$ cat src/rtl/reg_writeback_arbiter_pkg.sv
// Shared constants and types for the register-file writeback arbiter.
//   DATA_W / ADDR_W / NUM_REGS : register file geometry
//   SRC_ALU / SRC_MEM          : encoding of wr_src
//   wb_entry_t                 : one queued writeback (destination + data)
package reg_writeback_arbiter_pkg;
    localparam int DATA_W   = 16;
    localparam int ADDR_W   = 3;
    localparam int NUM_REGS = 8;

    localparam logic SRC_ALU = 1'b0;
    localparam logic SRC_MEM = 1'b1;

    typedef struct packed {
        logic [ADDR_W-1:0] addr;
        logic [DATA_W-1:0] data;
    } wb_entry_t;
endpackage

$ cat src/rtl/wb_fifo.sv
// Small synchronous FIFO used as a per-source writeback queue.
//   clk, reset : rising-edge clock, synchronous active-high reset
//   i_push     : write i_data (ignored when full, even if popping this cycle)
//   i_pop      : drop the head entry (ignored when empty)
//   o_head     : current head entry
//   o_empty    : no entries held
//   o_full     : DEPTH entries held
module wb_fifo #(
    parameter int WIDTH = 19,
    parameter int DEPTH = 2
) (
    input  logic             clk,
    input  logic             reset,
    input  logic             i_push,
    input  logic [WIDTH-1:0] i_data,
    input  logic             i_pop,
    output logic [WIDTH-1:0] o_head,
    output logic             o_empty,
    output logic             o_full
);
    localparam int PW = $clog2(DEPTH);

    logic [WIDTH-1:0] r_mem [DEPTH];
    logic [PW-1:0]    r_wp, r_rp;
    logic [PW:0]      r_cnt;
    logic             w_push, w_pop;

    assign o_empty = (r_cnt == '0);
    assign o_full  = (r_cnt == (PW+1)'(DEPTH));
    assign o_head  = r_mem[r_rp];
    assign w_push  = i_push && !o_full;
    assign w_pop   = i_pop && !o_empty;

    // Pointers wrap naturally because DEPTH is a power of two.
    always_ff @(posedge clk) begin
        if (reset) begin
            r_wp  <= '0;
            r_rp  <= '0;
            r_cnt <= '0;
        end else begin
            if (w_push) r_wp <= r_wp + PW'(1);
            if (w_pop)  r_rp <= r_rp + PW'(1);
            case ({w_push, w_pop})
                2'b10:   r_cnt <= r_cnt + (PW+1)'(1);
                2'b01:   r_cnt <= r_cnt - (PW+1)'(1);
                default: r_cnt <= r_cnt;
            endcase
        end
    end

    always_ff @(posedge clk) begin
        if (w_push) r_mem[r_wp] <= i_data;
    end
endmodule

$ cat src/rtl/reg_writeback_arbiter.sv
// Shares the register-file write port between ALU and load writebacks.
// Each source feeds a queue; a round-robin arbiter drains the queue heads
// into registered wr_* outputs. A per-register pending-write counter set
// drives the busy vector used by issue for RAW/WAW hazard checks.
//   alu_* / mem_*  : valid/ready writeback requests
//   alloc_*        : issue-stage reservation of a future write
//   busy           : registers with outstanding writes
//   wr_*           : register file write port (wr_src 0 = ALU, 1 = MEM)
//   err_unalloc    : sticky, a write committed to a register with count 0
module reg_writeback_arbiter
    import reg_writeback_arbiter_pkg::*;
#(
    parameter int FIFO_DEPTH = 2,
    parameter int CNT_W      = 2
) (
    input  logic                clk,
    input  logic                reset,
    input  logic                alu_valid,
    output logic                alu_ready,
    input  logic [ADDR_W-1:0]   alu_addr,
    input  logic [DATA_W-1:0]   alu_data,
    input  logic                mem_valid,
    output logic                mem_ready,
    input  logic [ADDR_W-1:0]   mem_addr,
    input  logic [DATA_W-1:0]   mem_data,
    input  logic                alloc_valid,
    input  logic [ADDR_W-1:0]   alloc_addr,
    output logic                alloc_ready,
    output logic [NUM_REGS-1:0] busy,
    output logic                wr_en,
    output logic [ADDR_W-1:0]   wr_addr,
    output logic [DATA_W-1:0]   wr_data,
    output logic                wr_src,
    output logic                err_unalloc
);
    wb_entry_t w_alu_head, w_mem_head, w_ghead;
    logic      w_alu_empty, w_alu_full, w_mem_empty, w_mem_full;
    logic      w_grant, w_gsrc, w_alu_pop, w_mem_pop, w_alloc_fire;
    logic [NUM_REGS-1:0] w_inc, w_dec;

    logic                r_last;   // source granted most recently
    logic                r_wr_en, r_wr_src, r_err;
    logic [ADDR_W-1:0]   r_wr_addr;
    logic [DATA_W-1:0]   r_wr_data;
    logic [CNT_W-1:0]    r_cnt [NUM_REGS];

    // Readies come from registered state only; reset masks them.
    assign alu_ready   = !reset && !w_alu_full;
    assign mem_ready   = !reset && !w_mem_full;
    assign alloc_ready = !reset && (r_cnt[alloc_addr] != '1);
    assign w_alloc_fire = alloc_valid && alloc_ready;

    wb_fifo #(.WIDTH($bits(wb_entry_t)), .DEPTH(FIFO_DEPTH)) u_alu_q (
        .clk     (clk),
        .reset   (reset),
        .i_push  (alu_valid && alu_ready),
        .i_data  ({alu_addr, alu_data}),
        .i_pop   (w_alu_pop),
        .o_head  (w_alu_head),
        .o_empty (w_alu_empty),
        .o_full  (w_alu_full)
    );

    wb_fifo #(.WIDTH($bits(wb_entry_t)), .DEPTH(FIFO_DEPTH)) u_mem_q (
        .clk     (clk),
        .reset   (reset),
        .i_push  (mem_valid && mem_ready),
        .i_data  ({mem_addr, mem_data}),
        .i_pop   (w_mem_pop),
        .o_head  (w_mem_head),
        .o_empty (w_mem_empty),
        .o_full  (w_mem_full)
    );

    // Round robin: on a tie, the source not granted last wins; otherwise
    // whichever queue is non-empty. Only registered heads compete.
    always_comb begin
        w_grant = !w_alu_empty || !w_mem_empty;
        if (!w_alu_empty && !w_mem_empty) w_gsrc = ~r_last;
        else                              w_gsrc = !w_mem_empty;
        w_alu_pop = w_grant && (w_gsrc == SRC_ALU);
        w_mem_pop = w_grant && (w_gsrc == SRC_MEM);
        w_ghead   = (w_gsrc == SRC_MEM) ? w_mem_head : w_alu_head;
    end

    always_ff @(posedge clk) begin
        if (reset) begin
            r_last    <= SRC_ALU;
            r_wr_en   <= 1'b0;
            r_wr_addr <= '0;
            r_wr_data <= '0;
            r_wr_src  <= 1'b0;
        end else begin
            r_wr_en <= w_grant;
            if (w_grant) begin
                r_last    <= w_gsrc;
                r_wr_addr <= w_ghead.addr;
                r_wr_data <= w_ghead.data;
                r_wr_src  <= w_gsrc;
            end
        end
    end

    // Scoreboard: increment on accepted alloc, decrement when the write on
    // the output register commits; both at once cancel out.
    always_comb begin
        w_inc = '0;
        w_dec = '0;
        busy  = '0;
        for (int i = 0; i < NUM_REGS; i++) begin
            w_inc[i] = w_alloc_fire && (alloc_addr == ADDR_W'(i));
            w_dec[i] = r_wr_en && (r_wr_addr == ADDR_W'(i));
            busy[i]  = (r_cnt[i] != '0);
        end
    end

    always_ff @(posedge clk) begin
        if (reset) begin
            for (int i = 0; i < NUM_REGS; i++) r_cnt[i] <= '0;
            r_err <= 1'b0;
        end else begin
            for (int i = 0; i < NUM_REGS; i++) begin
                if (w_inc[i] && !w_dec[i])
                    r_cnt[i] <= r_cnt[i] + CNT_W'(1);
                else if (w_dec[i] && !w_inc[i] && r_cnt[i] != '0)
                    r_cnt[i] <= r_cnt[i] - CNT_W'(1);
            end
            // The write itself still goes ahead; only the flag records it.
            if (r_wr_en && r_cnt[r_wr_addr] == '0) r_err <= 1'b1;
        end
    end

    assign wr_en       = r_wr_en;
    assign wr_addr     = r_wr_addr;
    assign wr_data     = r_wr_data;
    assign wr_src      = r_wr_src;
    assign err_unalloc = r_err;
endmodule

$ cat config.mk
export PLATFORM = sky130hd
export DESIGN_NAME = reg_writeback_arbiter
export DESIGN_NICKNAME = d
export VERILOG_FILES = /design/src/rtl/reg_writeback_arbiter_pkg.sv /design/src/rtl/wb_fifo.sv /design/src/rtl/reg_writeback_arbiter.sv
export SDC_FILE = /design/constraint.sdc
export NUM_CORES = 1
export LEC_CHECK = 0
export CAP_MARGIN = 10
export CORE_UTILIZATION = 45
export DETAILED_ROUTE_END_ITERATION = 7
export PLACE_DENSITY = 0.71
export SLEW_MARGIN = 20
export SYNTH_ARGS = -nofsm -noshare
export SYNTH_HDL_FRONTEND = slang
export SYNTH_SLANG_ARGS = --single-unit
$ cat constraint.sdc
create_clock -name clk -period 2.2 [get_ports clk]
set_clock_uncertainty 0.1 [all_clocks]
set_input_delay 0.33 -clock clk [delete_from_list [all_inputs] [get_ports clk]]
set_output_delay 0.33 -clock clk [all_outputs]
set_load 0.05 [all_outputs]
==> flow_metrics.env <==
export IMPL_remaining_drc_errors=0
export IMPL_setup_worst_path_start="r_cnt[3][0]"
export IMPL_antennaDiodeCount=0
export IMPL_numCtsBuffers=17
export IMPL_fin_area_sq_um=7260
export IMPL_syn_cell_area_sq_um=5520
export IMPL_cts_max_path_buffers=2
export IMPL_row_count=40
export IMPL_core_area_sq_um=12000
export IMPL_setup_slack_ns=-0.0808
export IMPL_first_global_vias=3937
export IMPL_drtPass1Iterations=4
export IMPL_seqCellArea_sq_um=3460
export IMPL_dr_total_vias=3929
export IMPL_rsz0062_at_grt="true"
export IMPL_die_h_um=113
export IMPL_tightestPinTransition_ns=0.692
export IMPL_synth_area_leader_cell="edfxtp_1"
export IMPL_ys_flop_type="edfxtp_1"
export IMPL_nNetsFinal=594
export IMPL_clkTransAtPathRegs_ns=0.05
export IMPL_crit_path_start_kind="flip-flop"
export IMPL_multi_input_area_sq_um=1930
export IMPL_cap_viol_max_count=0
export IMPL_slew_violations=0
export IMPL_finalCriticalPeriod_ns=2.28
export IMPL_dp_cells=667
export IMPL_synth_area_leaders="edfxtp_1 (50%), dfxtp_1 (13%), mux2_2 (4.3%)"
export IMPL_setup_viol=1
export IMPL_violations="setup timing"
export IMPL_tns_ns=-0.0808
export IMPL_cp_data_arrival_time_ns=1.85
export IMPL_ys_async_sr_fraction_pct=0
export IMPL_grt_start_max_net_pins=37
export IMPL_dp_slack_ns=-0.152
export IMPL_cts_tree="yes"
export IMPL_clock_sinks=127
export IMPL_synth_most_common_cell="edfxtp_1"
export IMPL_via_per_inst=5.57
export IMPL_period_share_pct=104
export IMPL_routedWlPerCell_um=17.2
export IMPL_r2r_start="u_alu_q.r_cnt[0]"
export IMPL_crit_fanout=4
export IMPL_grt_pass1_wl_um=19700
export IMPL_wirelength_um=12100
export IMPL_htreeDepth=4
export IMPL_dp_hpwl_um=8420
export IMPL_p_per_area_nw_per_um2=1200
export IMPL_final_antenna_net_count=0
export IMPL_fill_cells=962
export IMPL_synth_nets=490
export IMPL_slew_headroom_pct=53.8
export IMPL_grt_use_total_pct=20.6
export IMPL_dpl_cell_area_sq_um=6600
export IMPL_die_area_sq_um=12700
export IMPL_seq_area_frac_synth_pct=62.7
export IMPL_antenna_found_initial=0
export IMPL_area_growth_pct=31.4
export IMPL_clk_latency_ns=0.41
export IMPL_crit_required_ns=1.77
export IMPL_hold_path_class="reg2reg"
export IMPL_outcome="finished, violations left"
export IMPL_critical_path_class="reg2out"
export IMPL_final_cells=705
export IMPL_overflow=0
export IMPL_synth_edf_count=92
export IMPL_yosys_warnings=0
export IMPL_place_gp_congestion=0.841
export IMPL_hold_buffers=0
export IMPL_die_x_um=113
export IMPL_boundaryPins=79
export IMPL_timing_hold_violations_final=0
export IMPL_synth_top_area_share_pct=50.0
export IMPL_timing_fmax_ghz=0.438
export IMPL_synth_cell_types=54
export IMPL_ys_seq_elements=127
export IMPL_portBuffers=78
export IMPL_endpoint_kind="output pin"
export IMPL_start_util_pct=46.2
export IMPL_holdWs_ns=0.352
export IMPL_drive_gt1_share_pct=19.9
export IMPL_cts_root_buf="clkbuf_16"
export IMPL_syn_inst=441
export IMPL_holdCritStartpoint="wr_data[6]"
export IMPL_p_leak_nw=2.60
export IMPL_first_iter_violations=247
export IMPL_syn_area_per_cell_sq_um=12.5
export IMPL_ir_drop_mv=0.757
export IMPL_synth_common_cells="edfxtp_1 (92), a21oi_1 (35), dfxtp_1 (35)"
per-stage QoR:
step,utilization [%],total power [mW]
6_report,60.7,8.73
3_5_place_dp,55.2,5.96
5_1_grt,60.7,9.14
3_3_place_gp,55.2,5.90
2_1_floorplan,-,5.07
4_1_cts,60.3,8.78
timing repair:
action,4_1_cts,5_1_grt
pin swaps,1,0
endpoints found under the hold margin,0,0
buffers inserted,1,5
setup endpoints to repair,9,2
cloned,0,0
gates resized for setup,13,3
path summary, 6_finish.rpt:
kind	endpoint	slack, ns	cells past startpoint
setup / recovery	alloc_ready	-0.08	5
hold / removal	wr_data[6]	0.35	2
setup reg to reg	u_alu_q.r_cnt[1]	0.20	7
hold reg to reg	wr_data[6]	0.35	2
power by group:
group | leakage, nW | internal [mW] | switching (mW)
logic | 1.16 | 1.09 | 1.64
clock network | 0.295 | 1.86 | 0.932
registers | 1.15 | 2.93 | 0.275
kinds of logic after synthesis:
| logic type | Yosys count | share of synthesized area [%] |
|---|---|---|
| and+or+nand+nor | 125 | 11.5 |
| AOI/OAI and AO/OA | 99 | 12.2 |
| adders and majority gates | 4 | 0.861 |
| xor gates and xnor gates | 8 | 1.27 |
| muxes | 42 | 8.54 |
| DFF | 127 | 62.7 |
| buffers and inverters | 36 | 2.90 |
cells in the final DEF (no fill, tap or decap), types with 3 or more instances in the layout:
master           synthesis  routed
a211o_1                  4       4
a211oi_1                 4       4
a21o_1                   4       4
a21oi_1                 35      33
a22o_1                   4       4
a31oi_1                  3       3
and4bb_2                 3       3
buf_12                   0       4
buf_4                    1      33
bufinv_16                0       3
clkbuf_1                 3       5
clkbuf_16                0      17
clkbuf_8                 0       3
clkdlybuf4s50_1          0      62
clkinv_2                 0       4
dfxtp_1                 35      35
dlygate4sd2_1            0       8
edfxtp_1                92      92
ha_1                     3       3
inv_1                   11      11
mux2_2                  21      21
mux2i_1                 19      19
nand2_1                 29      28
nand2b_1                 3       3
nand3_1                 29      29
nor2_1                  32      29
nor3_1                   4       3
o211a_1                  3       3
o211ai_1                22      22
o21ai_0                  7       6
or2_1                    3       3
or3_1                    4       4
xnor2_1                  5       5
xor2_1                   3       3
area by class of cell:
class	count	share of cell area, %
Clock inverter	7	1.52
Tap cell	147	2.53
Timing Repair Buffer	109	14.3
Sequential cell	127	47.7
Multi-Input combinational cell	278	26.6
Inverter	12	0.621
Clock buffer	25	6.69
routing by layer:
metal / wire (um) / vias to the layer above / part of all wire, % / global-route usage (%)
met2: 6130 / 121 / 51 / 35.0
met4: 193 / 0 / 1.6 / 10.6
met5: 0 / - / 0 / 0
met3: 667 / 16 / 5.5 / 4.77
met1: 5120 / 1916 / 42 / 24.7
li1: - / 1876 / - / -
critical path, stage by stage, from the launching register on:
cell and delay [ns]:
edfxtp_1 0.44, a21boi_2 0.19, nor2_1 0.06, mux4_2 0.48, nor2_4 0.12, buf_12 0.14
state kept, by name (all words and copies together) (netlist names), 2 cells and up, named ones only:
name,flops
r_cnt,16
u_alu_q.r_cnt,2
u_alu_q.r_mem,38
u_mem_q.r_cnt,2
u_mem_q.r_mem,38
wr_addr,3
wr_data,16
No activity file was read; power rests on OpenSTA's default activity.
